==> src/rtl/systolic_pkg.sv <==
// Shared definitions for the systolic array input/output interface.
//   skew_state_t : sequencing state of the skew feeder
//   slot_of      : maps column c of an n-wide row to its bus slot (column 0 is the MSB slot)
//   cnt_width    : width of the row/flush counters
package systolic_pkg;

    typedef enum logic [1:0] {
        IDLE,
        FEED,
        FLUSH
    } skew_state_t;

    function automatic int slot_of(input int c, input int n);
        return n - 1 - c;
    endfunction

    function automatic int cnt_width(input int rows, input int inputs);
        return $clog2(rows + inputs) + 1;
    endfunction

endpackage

==> src/rtl/skew_delay_line.sv <==
// Per-lane delay chain of the skew feeder.
//   clk : clock, rising edge
//   res : synchronous active-high reset, clears every stage
//   en  : shift enable; all stages advance together
//   d   : value loaded into stage 0 on a shift
//   q   : last stage, Depth shifts after d was loaded
module skew_delay_line #(
    parameter int BitSize = 8,
    parameter int Depth   = 1
) (
    input  logic               clk,
    input  logic               res,
    input  logic               en,
    input  logic [BitSize-1:0] d,
    output logic [BitSize-1:0] q
);

    logic [BitSize-1:0] stage [Depth];

    always_ff @(posedge clk) begin
        if (res) begin
            for (int i = 0; i < Depth; i++) begin
                stage[i] <= '0;
            end
        end else if (en) begin
            stage[0] <= d;
            for (int i = 1; i < Depth; i++) begin
                stage[i] <= stage[i-1];
            end
        end
    end

    assign q = stage[Depth-1];

endmodule

==> src/rtl/systolic_skew_feeder.sv <==
// Transmit side of the systolic array's diagonal input interface. Accepts one
// row of A per handshake and emits the skewed stream: column c is delayed by
// c steps, empty lanes carry zero, and after the last row zeros are flushed
// until the final diagonal has left.
//
//   clk            : clock, rising edge
//   res            : synchronous active-high reset
//   in_valid       : upstream row available
//   in_row         : one row of A, column 0 in the MSB slot
//   in_ready       : row accepted when in_valid && in_ready
//   in_array_ready : array has weights loaded; sampled only in IDLE
//   in_stall       : downstream freeze, nothing advances while high
//   out_valid      : diagonal present on out_data (array in_valid)
//   out_start      : first diagonal of a matrix (array in_start)
//   out_data       : skewed diagonal, same slot order as in_row
//   out_done       : last diagonal of a matrix
//   out_busy       : a matrix is in progress
//
// state | meaning
// ------+-------------------------------------------------------------
// IDLE  | waiting for the first row of a matrix and in_array_ready
// FEED  | rows 1..NumOfRows-1 being accepted; bubbles are not steps
// FLUSH | shifting zeros until the last diagonal is out
module systolic_skew_feeder
    import systolic_pkg::*;
#(
    parameter int BitSize     = 8,
    parameter int NumOfInputs = 2,
    parameter int NumOfRows   = 2
) (
    input  logic                           clk,
    input  logic                           res,
    input  logic                           in_valid,
    input  logic [NumOfInputs*BitSize-1:0] in_row,
    output logic                           in_ready,
    input  logic                           in_array_ready,
    input  logic                           in_stall,
    output logic                           out_valid,
    output logic                           out_start,
    output logic [NumOfInputs*BitSize-1:0] out_data,
    output logic                           out_done,
    output logic                           out_busy
);

    localparam int CntW = cnt_width(NumOfRows, NumOfInputs);
    localparam logic [CntW-1:0] LastRow   = CntW'(NumOfRows - 1);
    // Only reachable when NumOfInputs > 1; the guard keeps the constant non-negative.
    localparam logic [CntW-1:0] LastFlush = CntW'((NumOfInputs > 1) ? NumOfInputs - 2 : 0);

    skew_state_t     state, state_nxt;
    logic [CntW-1:0] row_cnt, row_cnt_nxt;
    logic [CntW-1:0] flush_cnt, flush_cnt_nxt;
    logic            ready;
    logic            step;
    logic            final_step;

    always_comb begin
        state_nxt     = state;
        row_cnt_nxt   = row_cnt;
        flush_cnt_nxt = flush_cnt;
        ready         = 1'b0;
        step          = 1'b0;
        final_step    = 1'b0;
        case (state)
            IDLE: begin
                ready = in_array_ready && !in_stall && !res;
                if (in_valid && ready) begin
                    step          = 1'b1;
                    row_cnt_nxt   = CntW'(1);
                    flush_cnt_nxt = '0;
                    if (NumOfRows == 1) begin
                        if (NumOfInputs == 1) begin
                            final_step = 1'b1;
                        end else begin
                            state_nxt = FLUSH;
                        end
                    end else begin
                        state_nxt = FEED;
                    end
                end
            end
            FEED: begin
                ready = !in_stall && !res;
                if (in_valid && ready) begin
                    step        = 1'b1;
                    row_cnt_nxt = row_cnt + CntW'(1);
                    if (row_cnt == LastRow) begin
                        flush_cnt_nxt = '0;
                        if (NumOfInputs == 1) begin
                            final_step = 1'b1;
                            state_nxt  = IDLE;
                        end else begin
                            state_nxt = FLUSH;
                        end
                    end
                end
            end
            FLUSH: begin
                if (!in_stall) begin
                    step          = 1'b1;
                    flush_cnt_nxt = flush_cnt + CntW'(1);
                    if (flush_cnt == LastFlush) begin
                        final_step = 1'b1;
                        state_nxt  = IDLE;
                    end
                end
            end
            default: state_nxt = IDLE;
        endcase
    end

    always_ff @(posedge clk) begin
        if (res) begin
            state     <= IDLE;
            row_cnt   <= '0;
            flush_cnt <= '0;
            out_valid <= 1'b0;
            out_start <= 1'b0;
            out_done  <= 1'b0;
        end else begin
            state     <= state_nxt;
            row_cnt   <= row_cnt_nxt;
            flush_cnt <= flush_cnt_nxt;
            out_valid <= step;
            out_start <= step && (state == IDLE);
            out_done  <= final_step;
        end
    end

    // Each lane's index is an elaboration constant, so lanes can never alias.
    for (genvar c = 0; c < NumOfInputs; c++) begin : g_lane
        localparam int Slot = slot_of(c, NumOfInputs);
        logic [BitSize-1:0] lane_d;

        assign lane_d = (state == FLUSH) ? '0 : in_row[Slot*BitSize +: BitSize];

        skew_delay_line #(
            .BitSize(BitSize),
            .Depth  (c + 1)
        ) u_lane (
            .clk(clk),
            .res(res),
            .en (step),
            .d  (lane_d),
            .q  (out_data[Slot*BitSize +: BitSize])
        );
    end

    assign in_ready = ready;
    assign out_busy = (state != IDLE);

endmodule

==> config.mk <==
export PLATFORM = sky130hd
export DESIGN_NAME = systolic_skew_feeder
export DESIGN_NICKNAME = d
export VERILOG_FILES = /design/src/rtl/systolic_pkg.sv /design/src/rtl/skew_delay_line.sv /design/src/rtl/systolic_skew_feeder.sv
export SDC_FILE = /design/constraint.sdc
export NUM_CORES = 1
export LEC_CHECK = 0
export BUFFER_PORTS_ARGS = -buffer_cell sky130_fd_sc_hd__buf_2
export CELL_PAD_IN_SITES_DETAIL_PLACEMENT = 1
export CELL_PAD_IN_SITES_GLOBAL_PLACEMENT = 1
export CORE_AREA = 4 4 75 70
export DETAILED_ROUTE_END_ITERATION = 12
export DIE_AREA = 0 0 79 74
export PLACE_DENSITY = 0.77
export RECOVER_POWER = 100
export SETUP_SLACK_MARGIN = 0.3
export SYNTH_ARGS = -nofsm -noshare
export SYNTH_HDL_FRONTEND = slang
export SYNTH_SLANG_ARGS = --single-unit
==> constraint.sdc <==
create_clock -name clk -period 1.9 [get_ports clk]
set_clock_uncertainty 0.15 [all_clocks]
set_input_delay 0.19 -clock clk [delete_from_list [all_inputs] [get_ports clk]]
set_output_delay 0.19 -clock clk [all_outputs]
set_load 0.02 [all_outputs]
# After elaboration in Yosys (flattened, before gate mapping)
# Memories as Yosys holds them, arrays and structs flattened.
# Index checks and enable logic that the tools add are counted.
# totals
reg_bits,11
mem_bits_rw,24
inputBits,21
out_inout_bits,21
wordCells,70
memories,2
# mem_list
memory,depth,word_bits,rd,rd_ports_with_merged_regs,wr,line_no,text
g_lane[1].u_lane.stage,2,8,2,0,2,skew_delay_line.sv:18,logic [BitSize-1:0] stage [Depth];
g_lane[0].u_lane.stage,1,8,1,0,1,skew_delay_line.sv:18,
# classes
add_sub_neg,2
eq_ne,8
muxes,31
bitwise,3
n_reduce_logical,18
# ops
op,count
$mux 8,5
$mux 3,6
$mux 1,10
$mux 2,5
$ne 2x2->1 const B,5
$reduce_and 5->1,2
$pmux 3 s3,1
$reduce_or 8->1,1
$add 3x1->3 const B,2
$logic_and 1x1->1,6
$pmux 2 s3,1
$pmux 3 s2,1
$reduce_bool 2->1,2
$eq 3x1->1 const B,1
$logic_not 3->1,1
$pmux 1 s3,1
$reduce_and 3->1,1
$reduce_bool 3->1,1
$reduce_or 3->1,1
$eq 2x1->1 const B,1
$eq 2x2->1 const B,1
$logic_not 1->1,2
$logic_not 2->1,1
$or 1x1->1,2
other kinds (2),2

# Depth between registers and ports, before layout
# Gate-level depths: netlist of run 1.
# logic_depth
word_depth,11
depth_mapped,5
mapped_depth_nobuf,5

# Modules after synthesis
# A second synthesis of run 1 with hierarchy kept.
# unflattened
hier_cells,148
hier_area_um2,1737.9
# modules_own_cells
mod,n_inst,cells_each,area_each_um2,seq_area_each_um2
skew_delay_line (g_lane[1].u_lane),1,43,716.9,480.5
systolic_skew_feeder,1,88,704.4,220.2
skew_delay_line (g_lane[0].u_lane),1,17,316.6,240.2

# Worst setup path before layout of run 1
# No wires, ideal clock.
# synth_path
path_kind,reg-to-reg
startpoint,reg state[0]
endpoint,"mem g_lane[0].u_lane.stage[0][0], enable pin"
setup_time_ns,0.310
t_arrival_ns,1.398
required_ns,1.440
setup_slack_ns,0.042
stages_incl_launch_ff,5
n_path_buf,1
synth_period_minus_slack_ns,1.858
path_cell_list,dfxtp_1 -> clkbuf_2 -> o21ai_0 -> a211oi_1 -> or2_2
# synth_via
elab_chain_cells,7
word_cells_on_any_way,9
cone_classes,2 x eq/ne; 5 x mux; 2 x reduce/logical
# synth_rtl
element,line_no,text
from (decl),systolic_skew_feeder.sv:50,"skew_state_t state, state_nxt;"
from (signal assigned),systolic_skew_feeder.sv:121,state <= state_nxt;
"$eq 2x2->1, or another cell as far along",systolic_skew_feeder.sv:64,case (state)
$pmux 1 s3 *,systolic_skew_feeder.sv:64,
$mux 1 *,skew_delay_line.sv:25,end else if (en) begin
$mux 1 *,skew_delay_line.sv:21,if (res) begin
$mux 1 (implied by the code) *,skew_delay_line.sv:26,stage[0] <= d;
$reduce_or 8->1 (no line),--,
$mux 1 (no line) *,--,
to (decl),skew_delay_line.sv:18,
# Mark *: on every way between the ends. The rest lies on a longest branch, timed or not.

# Worst setup path in the final report of run 1
# layout_path
startpoint,reg row_cnt[1]
endpoint,reg flush_cnt[2]
# layout_via
elab_chain_cells,3
# layout_rtl
element,line_no,text
from (decl),systolic_skew_feeder.sv:51,"logic [CntW-1:0] row_cnt, row_cnt_nxt;"
from (signal assigned),systolic_skew_feeder.sv:122,row_cnt <= row_cnt_nxt;
$eq 3x1->1,systolic_skew_feeder.sv:87,if (row_cnt == LastRow) begin
$ne 2x2->1 (no line),--,
$reduce_and 5->1 (no line),--,
to (signal assigned),systolic_skew_feeder.sv:123,flush_cnt <= flush_cnt_nxt;
to (decl),systolic_skew_feeder.sv:52,"logic [CntW-1:0] flush_cnt, flush_cnt_nxt;"
# Every way passes these cells.
# A chain may end at the register's enable or synchronous reset.

==> results of run 1 <==
## kinds of logic after synthesis
kind of cell,after synthesis,synth area share [%]
AND/OR/NAND/NOR,51,20.3
flip-flops,35,60.0
buffers and inverters,21,7.58
AO/OA/AOI/OAI,19,8.94
adder cells (fa/ha/maj),4,3.19
## cells in the mapped netlist, types with 2 or more instances
| library cell | number |
|---|---|
| a21oi_1 | 4 |
| clkbuf_1 | 4 |
| or2_2 | 2 |
| nand3_1 | 2 |
| ha_1 | 4 |
| inv_1 | 6 |
| clkbuf_2 | 2 |
| dfxtp_1 | 11 |
| nor2_1 | 5 |
| nand2b_1 | 2 |
| nor2b_1 | 4 |
| and3_1 | 18 |
| o21ai_0 | 5 |
| a211oi_1 | 2 |
| o31ai_1 | 2 |
| edfxtp_1 | 24 |
| buf_4 | 8 |
| and2_1 | 9 |
| nand2_1 | 3 |
## metrics by stage
stage / power (mW) / hold WS, ns / std cells / util [%]
2_1_floorplan: 0.975 / 0.121 / 130 / -
3_3_place_gp: 1.02 / 0.315 / 220 / 40.4
3_5_place_dp: 1.02 / 0.322 / 220 / 40.4
4_1_cts: 1.56 / 0.0520 / 233 / 43.7
5_1_grt: 1.59 / 0.0531 / 233 / 42.5
6_report: 1.52 / 0.0595 / 233 / 42.5
## critical path, cell delays in order, from the launching register on
cell	delay, ns
dfxtp_1	0.32
inv_1	0.06
ha_1	0.15
or3b_2	0.45
a221oi_2	0.31
a211oi_1	0.14
## cell type report
type / count / area (um2)
sequential: 35 / 946
multi-input combinational: 77 / 547
clock buffer: 6 / 72.6
inverter: 6 / 22.5
tap: 62 / 77.6
clock inverter: 2 / 8.76
fill: 525 / 2550
timing repair buffer: 45 / 209
## placed cells by master, fill, tap and decap left out, drive strengths merged, types with 4 or more instances in the layout
| cell | count |
|---|---|
| nor2 | 5 |
| dfxtp | 11 |
| nor2b | 4 |
| a21oi | 4 |
| clkbuf | 27 |
| o21ai | 5 |
| and2 | 9 |
| buf | 24 |
| inv | 6 |
| or2 | 5 |
| ha | 4 |
| edfxtp | 24 |
| and3 | 18 |
## registers in the layout (all words and copies together), names as in the netlist
name	count
g_lane.u_lane.stage	24
flush_cnt	3
row_cnt	3
state	2
out_done	1
out_start	1
out_valid	1
## layer usage
metal | vias to the layer above | share of wire (%)
met4 | 0 | 1.4
met1 | 565 | 40
li1 | 543 | -
met3 | 6 | 5.3
met2 | 26 | 54
met5 | - | 0
## worst paths after layout
check | start | slack, ns | cells after the start | to
setup / recovery | row_cnt[1] | 0.19 | 5 | flush_cnt[2]
hold / removal | in_row[8] | 0.06 | 2 | g_lane[0].u_lane.stage[0][0]
setup reg to reg | row_cnt[1] | 0.19 | 5 | flush_cnt[2]
hold reg to reg | row_cnt[0] | 0.33 | 1 | row_cnt[0]
## report_power, final
part           switching [mW]  leakage [nW]  internal [mW]
clock                   0.261        0.0426          0.252
combinational          0.0972         0.393         0.0542
sequential             0.0119         0.343          0.848
total                   0.370         0.778           1.15
## repair_timing
action | in CTS | in global routing
pin swaps | 8 | 4
endpoints found under the hold margin | 0 | 0
cloned | 3 | 0
resized for setup | 12 | 2
setup buffers | 2 | 0
endpoints found under the setup margin | 38 | 52
==> results.cfg, run 1 <==
[timing]
max_freq_ghz = 0.585
tns_ns = 0
final-hold-violation-count = 0
rsz0062_at_grt = true
timing.slew.headroom_pct = 67.7
setup_viol = 0
layout_setup_ws_ns = 0.191
maxSlewViolCount = 0
period_share_pct = 89.9
min_period_ns = 1.71
tightest_slew_ns = 0.484

[layout]
area_delta_synth_final_pct = 20.1
fin_nets = 195
drive_gt1_share_pct = 26.3
fin_area_um2 = 1880
diodes = 0

[clocking]
root_buffer = clkbuf_8
cts_tree = built
clock_path_buffers = 2
htree_levels = 2
clk_pin_slew_worst_paths_ns = 0.07
numCtsBuffers = 5
cts.sinks = 35
cts_hold_buf = 0
insertion_delay_ns = 0.28

[die]
std_cell_rows = 23
core-area_um2 = 4430
die-area_um2 = 5850
dieHeight_um = 74
dieWidth_um = 79
initial_utilization_pct = 35.4
ios = 42

[grt]
grtUsageMet1_pct = 15.3
grt_pass1_wl_um = 5820
grt_pass1_vias = 1184
use_met3_pct = 3.63
globalRouteMet2Util_pct = 23.5
grt-busiest-layer = met2
grt_max_degree = 18
grtUsageTotal_pct = 13.1
antenna_found_initial = 0
grt-ovfl-total = 0

[synth]
yosysTopAreaCellShare_pct = 46.0
synth_edf_count = 24
syn_area_um2 = 1570
ys_seq_area_share_pct = 60.0
yosys_warnings = 0
synthesis.nets = 155
ys_types = 32
yosysTopAreaCell = edfxtp_1
ys_ff_latch = 35
avgSynthCellArea_um2 = 12.1
synthCells = 130
netlist_top_cells_area = edfxtp_1 (46%), dfxtp_1 (14%), and3_1 (7.2%)
synth_ff_type = edfxtp_1
async_flop_share_pct = 0

[drt]
drtIter0Drc = 120
ant_nets = 0
drcViolationCount = 0
dr_total_vias = 1140
routed_wl_um = 3650
post_drt_wl_per_cell_um = 15.7
vias_per_cell = 4.89
dr.pass1.iters = 4

[flow_run]
maxCapViolCount = 0

[place]
place.gp.congestion = 0.792
dp_slack_ns = 0.126
hpwlAfterDp_um = 2500
placed_area_um2 = 1790
portBuffers = 41

[worst_setup_path]
crit_arrival_ns = 1.72
path_class = reg -> reg
critPathLaunchType = flop
critPathMaxFanout = 3
endpoint_kind = flop
cp.required_ns = 1.91

[hold_path]
hp-class = in -> reg

[power_and_ir_drop]
power.leakage_nw = 0.778
ir_drop_v = 0.000298
power_density_nw_per_um2 = 810

[outcome]
status = completed
Note: power is estimated with default switching activity, not from simulation.
==> run 2, diff against run 1 <==
--- a/config.mk
+++ b/config.mk
@@ -11,7 +11,7 @@
 export CORE_AREA = 4 4 75 70
 export DETAILED_ROUTE_END_ITERATION = 12
 export DIE_AREA = 0 0 79 74
-export PLACE_DENSITY = 0.77
+export PLACE_DENSITY_LB_ADDON = 0.2
 export RECOVER_POWER = 100
 export SETUP_SLACK_MARGIN = 0.3
 export SYNTH_ARGS = -nofsm -noshare
==> run 2 against run 1 <==
Non-clock buffer count up 3. Maximum frequency shrank 0.65%. First-iteration DRC count fell by 44%. Combinational power rose by 9.9%. Highest routed layer unchanged. Worst hold slack lost 0.0022 ns. Via count shrank 2.3%. Sequential share of layout area is 3.2 points lower. Utilization is 2.9 points higher. Clock power rose by 28%.
==> results.cfg, run 2 (synthesis gave the netlist of run 1 again) <==
[hold_path]
hp-class = in -> reg
min-delay-start = in_row[4]

[drt]
dr.pass1.iters = 4
drcViolationCount = 0
ant_nets = 0
routed_wl_um = 3660
vias_per_cell = 4.72
drtIter0Drc = 67
post_drt_wl_per_cell_um = 15.5
dr_total_vias = 1114

[clocking]
insertion_delay_ns = 0.28
cts.sinks = 35
clock_path_buffers = 2
cts_tree = built
root_buffer = clkbuf_8
numCtsBuffers = 5
htree_levels = 2
clk_pin_slew_worst_paths_ns = 0.07

[timing]
timing.slew.headroom_pct = 72.9
final-hold-violation-count = 0
max_freq_ghz = 0.581
min_period_ns = 1.72
tns_ns = 0
maxSlewViolCount = 0
period_share_pct = 90.5
tightest_slew_ns = 0.407
setup_viol = 0
rsz0062_at_grt = true
layout_setup_ws_ns = 0.180

[worst_setup_path]
r2r_setup_slack_ns = 0.18
critPathLaunchType = flop
path_class = reg -> reg
regToRegEndpoint = flush_cnt[2]
critPathLaunch = row_cnt[1]
cp.required_ns = 1.90
crit-reg2reg-launch = row_cnt[1]
crit_end = flush_cnt[2]
endpoint_kind = flop
rr_worst_depth = 5
critPathMaxFanout = 3
crit_arrival_ns = 1.72

[grt]
antenna_found_initial = 0
grt_pass1_vias = 1212
grtUsageTotal_pct = 13.5
grt-ovfl-total = 0
grt_max_degree = 21
grt_pass1_wl_um = 5960

[layout]
fin_area_um2 = 2010
area_delta_synth_final_pct = 28.3
final_common_cell = edfxtp_1
layout.cells.most_common_list = edfxtp_1 (24), buf_2 (20), clkbuf_1 (20)
fin_nets = 198
regMostFlops = g_lane.u_lane.stage
drive_gt1_share_pct = 32.2
diodes = 0
largest_register_ffs = 24
nFillCells = 514
final_util_pct = 45.4
reg_top3 = g_lane.u_lane.stage (24), flush_cnt (3), row_cnt (3)

[power_and_ir_drop]
cell_internal_pwr_mw = 1.30
seqPwrFrac_pct = 51.1
power.leakage_nw = 0.832
clkPwrFrac_pct = 39.1
comb_power_share_pct = 9.9
p_sw_share_pct = 22.7
power_density_nw_per_um2 = 837
ir_drop_v = 0.000306
p_switching_mw = 0.382

[place]
portBuffers = 41
dp_slack_ns = 0.150
place.gp.congestion = 0.846
placed_area_um2 = 1800
hpwlAfterDp_um = 2390

[die]
dieWidth_um = 79
std_cell_rows = 23
initial_utilization_pct = 35.4
die-area_um2 = 5850
ios = 42
dieHeight_um = 74
core-area_um2 = 4430

[flow_run]
maxCapViolCount = 0

[outcome]
status = completed
## run 2: through the flow
stage	power [mW]	hold slack, ns	instances
6_report	1.68	0.0572	236
3_5_place_dp	1.03	0.347	219
5_1_grt	1.77	0.0440	236
4_1_cts	1.71	0.0514	235
2_1_floorplan	0.975	0.121	130
3_3_place_gp	1.02	0.315	219
## run 2: metal layers
metal	vias up	track usage [%]	wire (um)
met1	531	15.8	1630
met3	5	5.33	256
li1	547	-	-
met5	-	0	0
met4	0	4.01	46
met2	31	23.0	1730
## run 2: critical path, stage by stage (launching register included)
cell and delay (ns):
dfxtp_1 0.32, inv_1 0.09, ha_4 0.13, or3b_4 0.37
a221oi_2 0.40, a211oi_2 0.13
## run 2: layout make-up
type / count / area, um2 / area share (%)
sequential: 35 / 946 / 47.0
clock buffer: 5 / 68.8 / 3.42
clock inverter: 3 / 43.8 / 2.18
multi-input combinational: 77 / 602 / 29.9
timing repair buffer: 48 / 251 / 12.5
inverter: 6 / 22.5 / 1.12
tap: 62 / 77.6 / 3.86
## run 2: repair_timing
action                                  in CTS  in global routing
gates cloned                                 3                  0
pin swaps                                    8                  3
hold buffers                                 0                  0
endpoints found under the setup margin      38                 38
setup buffers                                5                  1
resized for setup                           14                 11
## run 2: how the worst min path moves through the flow
stage	end	slack, ns	depth (start not counted)
finish	g_lane[1].u_lane.stage[0][4]	0.06	2
CTS	g_lane[1].u_lane.stage[0][4]	0.05	2
global placement	row_cnt[0]	0.32	1
detailed placement	row_cnt[0]	0.35	1
floorplan	out_valid	0.12	1
global route	g_lane[1].u_lane.stage[0][1]	0.04	2
## run 2: power groups by stage
stage	clock [mW]	combinational [mW]	sequential [mW]
floorplan	0	0.0876	0.888
global placement	0	0.147	0.874
detailed placement	0	0.149	0.877
CTS	0.679	0.170	0.857
global route	0.722	0.181	0.863
finish	0.658	0.166	0.860
==> run 3, diff against run 2 <==
==> constraint.sdc (replaced) <==
create_clock -name clk -period 1.9 [get_ports clk]
set_clock_uncertainty 0.15 [all_clocks]
set_input_delay 0.38 -clock clk [delete_from_list [all_inputs] [get_ports clk]]
set_output_delay 0.38 -clock clk [all_outputs]
set_load 0.02 [all_outputs]
==> run 3 against run 2 <==
Final cell count did not move. Final area fell by 3.8%. Non-clock buffer count rose by 2. Sequential cell count did not move. Total power fell by 10%. Critical endpoint is now g_lane[1].u_lane.stage[0][9]. Highest routed layer unchanged.
==> results.cfg, run 3 (synthesis gave the netlist of run 1 again) <==
[power_and_ir_drop]
ir_drop_v = 0.000283
power.leakage_nw = 0.799
power_density_nw_per_um2 = 783

[clocking]
htree_levels = 2
cts_tree = built
clock_path_buffers = 2
numCtsBuffers = 5
cts.sinks = 35
root_buffer = clkbuf_8
cts_hold_buf = 0
insertion_delay_ns = 0.27
clk_pin_slew_worst_paths_ns = 0.07

[timing]
maxSlewViolCount = 0
tightest_slew_ns = 0.445
setup_viol = 0
min_period_ns = 1.69
rsz0062_at_grt = true
timing.slew.headroom_pct = 70.2
tns_ns = 0
period_share_pct = 88.9
max_freq_ghz = 0.592
fin_hold_ws_ns = 0.250
final-hold-violation-count = 0

[layout]
drive_gt1_share_pct = 27.0
nFillCells = 534
diodes = 0
final_common_cell = edfxtp_1
largest_register_ffs = 24
multi_input_area_um2 = 552
layout.cells.most_common_list = edfxtp_1 (24), clkbuf_1 (23), buf_2 (20)
fin_area_um2 = 1940
fin_nets = 198
final-seq-area_um2 = 946
regMostFlops = g_lane.u_lane.stage
reg_top3 = g_lane.u_lane.stage (24), flush_cnt (3), row_cnt (3)
area_delta_synth_final_pct = 23.5

[drt]
vias_per_cell = 4.76
ant_nets = 0
dr.pass1.iters = 4
dr_total_vias = 1123
drtIter0Drc = 89
routed_wl_um = 3440
post_drt_wl_per_cell_um = 14.6
drcViolationCount = 0

[outcome]
status = completed

[die]
die-area_um2 = 5850
ios = 42
dieWidth_um = 79
core-area_um2 = 4430
dieHeight_um = 74
std_cell_rows = 23
initial_utilization_pct = 35.4

[grt]
grt-busiest-layer = met2
grt_pass1_vias = 1157
grt-ovfl-total = 0
grtUsageTotal_pct = 12.3
grtUsageMet1_pct = 14.6
grt_max_degree = 21
use_met3_pct = 2.91
antenna_found_initial = 0
grt_pass1_wl_um = 5500
globalRouteMet2Util_pct = 22.1

[worst_setup_path]
critPathMaxFanout = 9
crit_arrival_ns = 1.68
rr_worst_depth = 5
slowest_stage = a2111oi_1
cp.required_ns = 1.89
slowest_delay_ns = 0.44
path_cells = clkbuf_1 > o21ai_4 > a2111oi_1 > buf_6 > and2_0
endpoint_kind = flop
critPathLaunchType = flop
path_class = reg -> reg

[hold_path]
min_path_cells = 2
hp-class = in -> reg

[flow_run]
maxCapViolCount = 0

[place]
hpwlAfterDp_um = 2340
placed_area_um2 = 1790
portBuffers = 41
place.gp.congestion = 0.793
run 3: cell count changes in the layout (fill, tap and decap cells not counted), moves of 2 or more:
cell      delta
and2_0       +2
buf_6        +2
clkbuf_1     +3
or2_4        -2
run 3: per-stage QoR:
stage | worst slack, ns | utilization, % | total power, mW | std cells
after global routing | 0.100 | 43.7 | 1.58 | 236
after global placement | 0.167 | 40.4 | 1.02 | 219
after detailed placement | 0.124 | 40.4 | 1.02 | 219
after CTS | 0.198 | 44.3 | 1.54 | 234
final | 0.212 | 43.7 | 1.51 | 236
after floorplan | 0.270 | - | 0.986 | 130
run 3: final cells by class:
type	instances	area share (%)
Inverter	6	1.29
Sequential cell	35	48.9
Clock inverter	2	0.452
Tap cell	62	4.01
Multi-Input combinational cell	75	28.5
Timing Repair Buffer	50	13.1
Clock buffer	6	3.75
run 3: report_power, final:
| part | switching, mW | internal, mW | total [mW] |
|---|---|---|---|
| combinational | 0.102 | 0.0608 | 0.163 |
| sequential | 0.00934 | 0.847 | 0.857 |
| clock | 0.244 | 0.252 | 0.495 |
| total | 0.355 | 1.16 | 1.51 |
run 3: final timing paths:
kind | from | endpoint | slack, ns
setup / recovery | state[0] | g_lane[1].u_lane.stage[0][9] | 0.21
hold / removal | in_row[3] | g_lane[1].u_lane.stage[0][3] | 0.25
setup reg to reg | state[0] | g_lane[1].u_lane.stage[0][9] | 0.21
hold reg to reg | flush_cnt[1] | flush_cnt[1] | 0.35
run 3: per-layer routing:
metal	part of all wire, %	vias up
li1	-	550
met5	0	-
met2	52	23
met1	42	545
met4	1.2	0
met3	4.4	5
run 3: timing repair:
item,in CTS,in global routing
cloned,1,0
setup endpoints to repair,38,39
buffers inserted,6,2
resized for setup,13,8
pin swaps,3,3
run 3: critical path, delay by kind of cell (launching register included):
kind / cells / cell delay (ns)
buf+inv: 2 / 0.35
compound gates: 2 / 0.53
flops: 1 / 0.39
simple gates: 1 / 0.13
